**config.mk**
```make
export PLATFORM = sky130hd
export DESIGN_NAME = vga_timing_flat
export DESIGN_NICKNAME = d
export VERILOG_FILES = /design/src/rtl/vga_timing_if.sv /design/src/rtl/vga_timing.sv /design/src/flat_wrapper.sv
export SDC_FILE = /design/constraint.sdc
export NUM_CORES = 1
export LEC_CHECK = 0
export ABC_AREA = 1
export ABC_CLOCK_PERIOD_IN_PS = 4700
export CORE_MARGIN = 10
export CORE_UTILIZATION = 57
export DETAILED_ROUTE_END_ITERATION = 8
export GPL_TIMING_DRIVEN = 0
export HOLD_SLACK_MARGIN = 0.02
export PLACE_DENSITY = 0.9
export RECOVER_POWER = 100
export SYNTH_ARGS = -nofsm -noshare
export SYNTH_HDL_FRONTEND = slang
export SYNTH_SLANG_ARGS = --single-unit
```
**constraint.sdc**
```tcl
create_clock -name clk_pix -period 4.7 [get_ports clk_pix]
set_input_delay 0.47 -clock clk_pix [delete_from_list [all_inputs] [get_ports clk_pix]]
set_output_delay 0.47 -clock clk_pix [all_outputs]
set_load 0.05 [all_outputs]
```
**src/rtl/vga_timing_if.sv**
```systemverilog
// Raster position and sync outputs of the VGA timing generator.
// The master drives every signal; consumers attach through the slave modport.
interface vga_timing_if #(
    parameter int CW = 10
);
    logic [CW-1:0] sx;
    logic [CW-1:0] sy;
    logic          hsync;
    logic          vsync;
    logic          de;
    logic          line_start;
    logic          frame_start;

    modport master (output sx, sy, hsync, vsync, de, line_start, frame_start);
    modport slave  (input  sx, sy, hsync, vsync, de, line_start, frame_start);
endinterface

```
**src/rtl/vga_timing.sv**
```systemverilog
// VGA raster timing generator: pixel/line counters with registered sync, data enable
// and line/frame start pulses, all aligned to the same (sx,sy).
module vga_timing #(
    parameter int H_ACTIVE = 640,
    parameter int H_FP     = 16,
    parameter int H_SYNC   = 96,
    parameter int H_BP     = 48,
    parameter int V_ACTIVE = 480,
    parameter int V_FP     = 10,
    parameter int V_SYNC   = 2,
    parameter int V_BP     = 33,
    parameter bit H_POL    = 1'b0,
    parameter bit V_POL    = 1'b0,
    parameter int CW       = 10
) (
    input  logic         clk_pix,
    input  logic         rst,
    input  logic         clk_locked,
    vga_timing_if.master vga
);
    localparam int H_TOTAL = H_ACTIVE + H_FP + H_SYNC + H_BP;
    localparam int V_TOTAL = V_ACTIVE + V_FP + V_SYNC + V_BP;

    localparam logic [CW-1:0] H_LAST   = CW'(H_TOTAL - 1);
    localparam logic [CW-1:0] V_LAST   = CW'(V_TOTAL - 1);
    localparam logic [CW-1:0] H_VIS    = CW'(H_ACTIVE);
    localparam logic [CW-1:0] V_VIS    = CW'(V_ACTIVE);
    localparam logic [CW-1:0] HS_START = CW'(H_ACTIVE + H_FP);
    localparam logic [CW-1:0] HS_END   = CW'(H_ACTIVE + H_FP + H_SYNC);
    localparam logic [CW-1:0] VS_START = CW'(V_ACTIVE + V_FP);
    localparam logic [CW-1:0] VS_END   = CW'(V_ACTIVE + V_FP + V_SYNC);

    typedef enum logic {
        ST_IDLE,
        ST_RUN
    } state_t;

    state_t        state;
    logic [CW-1:0] sx_q;
    logic [CW-1:0] sy_q;
    logic [CW-1:0] nx;
    logic [CW-1:0] ny;
    logic          hsync_q;
    logic          vsync_q;
    logic          de_q;
    logic          line_start_q;
    logic          frame_start_q;

    // The position about to be presented; coming out of idle always restarts at (0,0).
    always_comb begin
        nx = '0;
        ny = '0;
        if (state == ST_RUN) begin
            if (sx_q == H_LAST) begin
                nx = '0;
                ny = (sy_q == V_LAST) ? '0 : sy_q + CW'(1);
            end else begin
                nx = sx_q + CW'(1);
                ny = sy_q;
            end
        end
    end

    // Every output is decoded from the same next position, so they never skew.
    always_ff @(posedge clk_pix) begin
        if (rst || !clk_locked) begin
            state         <= ST_IDLE;
            sx_q          <= '0;
            sy_q          <= '0;
            de_q          <= 1'b0;
            line_start_q  <= 1'b0;
            frame_start_q <= 1'b0;
            hsync_q       <= ~H_POL;
            vsync_q       <= ~V_POL;
        end else begin
            state         <= ST_RUN;
            sx_q          <= nx;
            sy_q          <= ny;
            de_q          <= (nx < H_VIS) && (ny < V_VIS);
            line_start_q  <= (nx == '0);
            frame_start_q <= (nx == '0) && (ny == '0);
            hsync_q       <= ((nx >= HS_START) && (nx < HS_END)) ? H_POL : ~H_POL;
            vsync_q       <= ((ny >= VS_START) && (ny < VS_END)) ? V_POL : ~V_POL;
        end
    end

    assign vga.sx          = sx_q;
    assign vga.sy          = sy_q;
    assign vga.hsync       = hsync_q;
    assign vga.vsync       = vsync_q;
    assign vga.de          = de_q;
    assign vga.line_start  = line_start_q;
    assign vga.frame_start = frame_start_q;
endmodule

```
**src/flat_wrapper.sv**
```systemverilog
// flat-port wrapper written by rule: the top's interface ports become plain ports
module vga_timing_flat 
#(
    parameter int H_ACTIVE = 640,
    parameter int H_FP     = 16,
    parameter int H_SYNC   = 96,
    parameter int H_BP     = 48,
    parameter int V_ACTIVE = 480,
    parameter int V_FP     = 10,
    parameter int V_SYNC   = 2,
    parameter int V_BP     = 33,
    parameter bit H_POL    = 1'b0,
    parameter bit V_POL    = 1'b0,
    parameter int CW       = 10
)
  (clk_pix, rst, clk_locked, vga_sx, vga_sy, vga_hsync, vga_vsync, vga_de, vga_line_start, vga_frame_start);
  vga_timing_if #(.CW(CW)) vga_i ();
  input  logic clk_pix;
  input  logic rst;
  input  logic clk_locked;
  output wire logic [$bits(vga_i.sx)-1:0] vga_sx;
  output wire logic [$bits(vga_i.sy)-1:0] vga_sy;
  output wire logic [$bits(vga_i.hsync)-1:0] vga_hsync;
  output wire logic [$bits(vga_i.vsync)-1:0] vga_vsync;
  output wire logic [$bits(vga_i.de)-1:0] vga_de;
  output wire logic [$bits(vga_i.line_start)-1:0] vga_line_start;
  output wire logic [$bits(vga_i.frame_start)-1:0] vga_frame_start;
  assign vga_sx = vga_i.sx;
  assign vga_sy = vga_i.sy;
  assign vga_hsync = vga_i.hsync;
  assign vga_vsync = vga_i.vsync;
  assign vga_de = vga_i.de;
  assign vga_line_start = vga_i.line_start;
  assign vga_frame_start = vga_i.frame_start;
  vga_timing #(.H_ACTIVE(H_ACTIVE), .H_FP(H_FP), .H_SYNC(H_SYNC), .H_BP(H_BP), .V_ACTIVE(V_ACTIVE), .V_FP(V_FP), .V_SYNC(V_SYNC), .V_BP(V_BP), .H_POL(H_POL), .V_POL(V_POL), .CW(CW)) u_core (.clk_pix(clk_pix), .rst(rst), .clk_locked(clk_locked), .vga(vga_i));
endmodule
```
==> flow_summary.json <==
{
  "place_congestion": 0.928,
  "cp.required_ps": 4930,
  "postCtsSetupRepairBufs": 0,
  "busiest_layer": "met2",
  "worst_pin_slew_ps": 647,
  "cts-root-buf": "clkbuf_4",
  "drtIter0Drc": 150,
  "dp_hpwl_mm": 3.41,
  "seqPwrFrac": 0.649,
  "cap_violations": 0,
  "cts.sinks": 26,
  "gr-usage-all-layers": 0.163,
  "ctsHoldBuffers": 0,
  "intPower_uw": 259,
  "skew_ps": 6.00,
  "syn2layout_area_growth_pct": 16.0,
  "via_count": 1799,
  "synthMuxAreaShare": 0,
  "crit_fanout": 9,
  "grt_max_degree": 14,
  "io_pins": 28,
  "totalWireLength_mm": 4.35,
  "via_per_inst": 5.44,
  "power.leakage_uw": 0.000920,
  "slew_headroom": 0.567,
  "cts-resized-gates": 0,
  "setup_tns_ps": 0,
  "drive_gt1_frac": 0.0433,
  "ant_nets": 0,
  "met1_usage": 0.213,
  "switchingPower_uw": 85.8,
  "hp-class": "register to register",
  "drc": 0,
  "fp-row-count": 19,
  "min_period_over_period": 0.583,
  "synth_cell_types": 21,
  "synth_top_family_by_area": "simple AND/OR/NAND/NOR gates",
  "syn-num-nets": 276,
  "finalSetupViolCount": 0,
  "antenna_found_initial": 0,
  "start_kind": "register",
  "die_y_um": 73.9,
  "htree_levels": 1,
  "use_met3": 0.0431,
  "dr.pass1.iters": 5,
  "most-common-layout-cells": "nand2_1 (83), nor2_1 (56), inv_1 (36)",
  "combPwrFrac": 0.068,
  "yosys.area_share.simple": 0.531,
  "status": "completed",
  "n_antenna_cell": 0,
  "rsz0062_at_grt": "false",
  "vdd_ir_drop_max_mv": 0.166,
  "worstSetupPathType": "register to register",
  "ys_ff_latch": 26,
  "start_util": 0.599,
  "arrival_ps": 2970,
  "synth-xor-area-share": 0,
  "clk_path_buf_depth": 2,
  "maxSlewViolCount": 0,
  "avgRoutedWirePerCell_um": 13.1,
  "grt_pass1_vias": 1654,
  "post-route-util": 0.696,
  "final_common_cell": "nand2_1",
  "seq_area_frac_synth": 0.315,
  "powerDensity_nw_per_um2": 180,
  "clockPowerShare": 0.283,
  "sw_frac_of_total": 0.249,
  "yosys.area_share.adder": 0.0227,
  "syn-cell-area_um2": 1650,
  "grt_util_met2": 0.254,
  "gr-total-overflow": 0,
  "end_kind": "register",
  "die_w_um": 73.9,
  "dieArea_um2": 5450,
  "cts_tree": "yes",
  "synth-compound-area-share": 0.0303,
  "avgSynthCellArea_um2": 6.12,
  "yosysWarnings": 0,
  "synthCells": 270,
  "min_period_ps": 2740,
  "worstSkewPairLatency_ps": 330,
  "cts_made_buffers": 3,
  "core_um2": 2760,
  "timing.fmax_mhz": 365,
  "io_buffers": 27,
  "grt_first_pass_wirelength_mm": 7.19,
  "hold_viol_final": 0,
  "clkSlewWorstSetupHoldPaths_ps": 140,
  "final_nets": 308
}
## metrics by stage
stage / power (uW) / instance area (um2) / hold slack [ps] / std cells / setup slack, ps
after CTS: 348 / 1980 / 638 / 331 / 2500
after detailed placement: 254 / 1960 / 617 / 328 / 2730
after global placement: 254 / 1960 / 611 / 328 / 2750
after floorplan: 245 / 1650 / 575 / 270 / 2650
after global routing: 359 / 1920 / 696 / 331 / 1680
final: 345 / 1920 / 635 / 331 / 1960
## registers in the layout (all words and copies together) (netlist names)
signal	count
u_core.state	1
u_core.vga.vsync	1
u_core.vga.hsync	1
u_core.vga.de	1
u_core.vga.line_start	1
u_core.vga.sx	10
u_core.vga.frame_start	1
u_core.vga.sy	10
## power by group through the flow
stage,Clock (uW),Sequential [uW],Combinational [uW]
6_report,97.5,224,23.5
3_3_place_gp,0,229,24.9
2_1_floorplan,0,235,10.5
4_1_cts,98.6,224,25.2
5_1_grt,109,224,25.8
3_5_place_dp,0,229,25.0
## worst max-delay path, stage by stage (launching register included)
cell,delay [ps]
dfxtp_1,470
ha_1,210
nand2_1,110
nor2_1,530
clkinvlp_2,270
nor2_1,430
nand3_2,170
nand3_1,190
nand2_1,90
nor2_1,110
nand3_1,70
## final timing paths
kind              cells past startpoint          endpoint             start  slack [ps]
hold reg to reg                       4  u_core.vga.sx[3]  u_core.vga.sx[3]         630
hold / removal                        4  u_core.vga.sx[3]  u_core.vga.sx[3]         630
setup reg to reg                     10  u_core.vga.vsync  u_core.vga.sx[0]        1960
setup / recovery                     10  u_core.vga.vsync  u_core.vga.sx[0]        1960
## per-layer routing
metal / routed length (um) / up-vias
met4: 41 / 0
met3: 455 / 5
met5: 0 / -
met1: 1890 / 807
li1: - / 905
met2: 1960 / 82
## cell families (layout without fill, tap and decap cells)
logic type,Yosys count,in the layout
AO/OA/AOI/OAI,9,9
adder cells (fa/ha/maj),3,3
buffers and inverters,42,72
flip-flops,26,26
AND/OR/NAND/NOR,190,190
## cell usage after synthesis
master / number / share of area
nand4_1: 8 / 0.030
nor3_1: 1 / 0.0030
buf_6: 1 / 0.0068
nor2_4: 1 / 0.0068
nand2_2: 2 / 0.0076
nor2_2: 6 / 0.023
nand3_1: 34 / 0.10
o21bai_1: 2 / 0.0091
dfxtp_1: 26 / 0.31
inv_2: 2 / 0.0045
inv_1: 35 / 0.079
clkbuf_1: 3 / 0.0068
inv_4: 1 / 0.0038
nand2_1: 79 / 0.18
nor2_8: 2 / 0.024
a21oi_1: 5 / 0.015
ha_1: 3 / 0.023
nor2_1: 51 / 0.12
nand2_4: 2 / 0.014
o21ai_0: 2 / 0.0061
nand3_2: 4 / 0.024
## final cells by class
cell class,instances,area [um2]
clock buffers,3,22.5
flip-flops and latches,26,520
plain buffers,4,22.5
well taps,31,38.8
inverters,38,144
fillers,265,840
multi-input cells,202,900
repair buffers,27,270
Note: power is estimated with default switching activity, not from simulation.
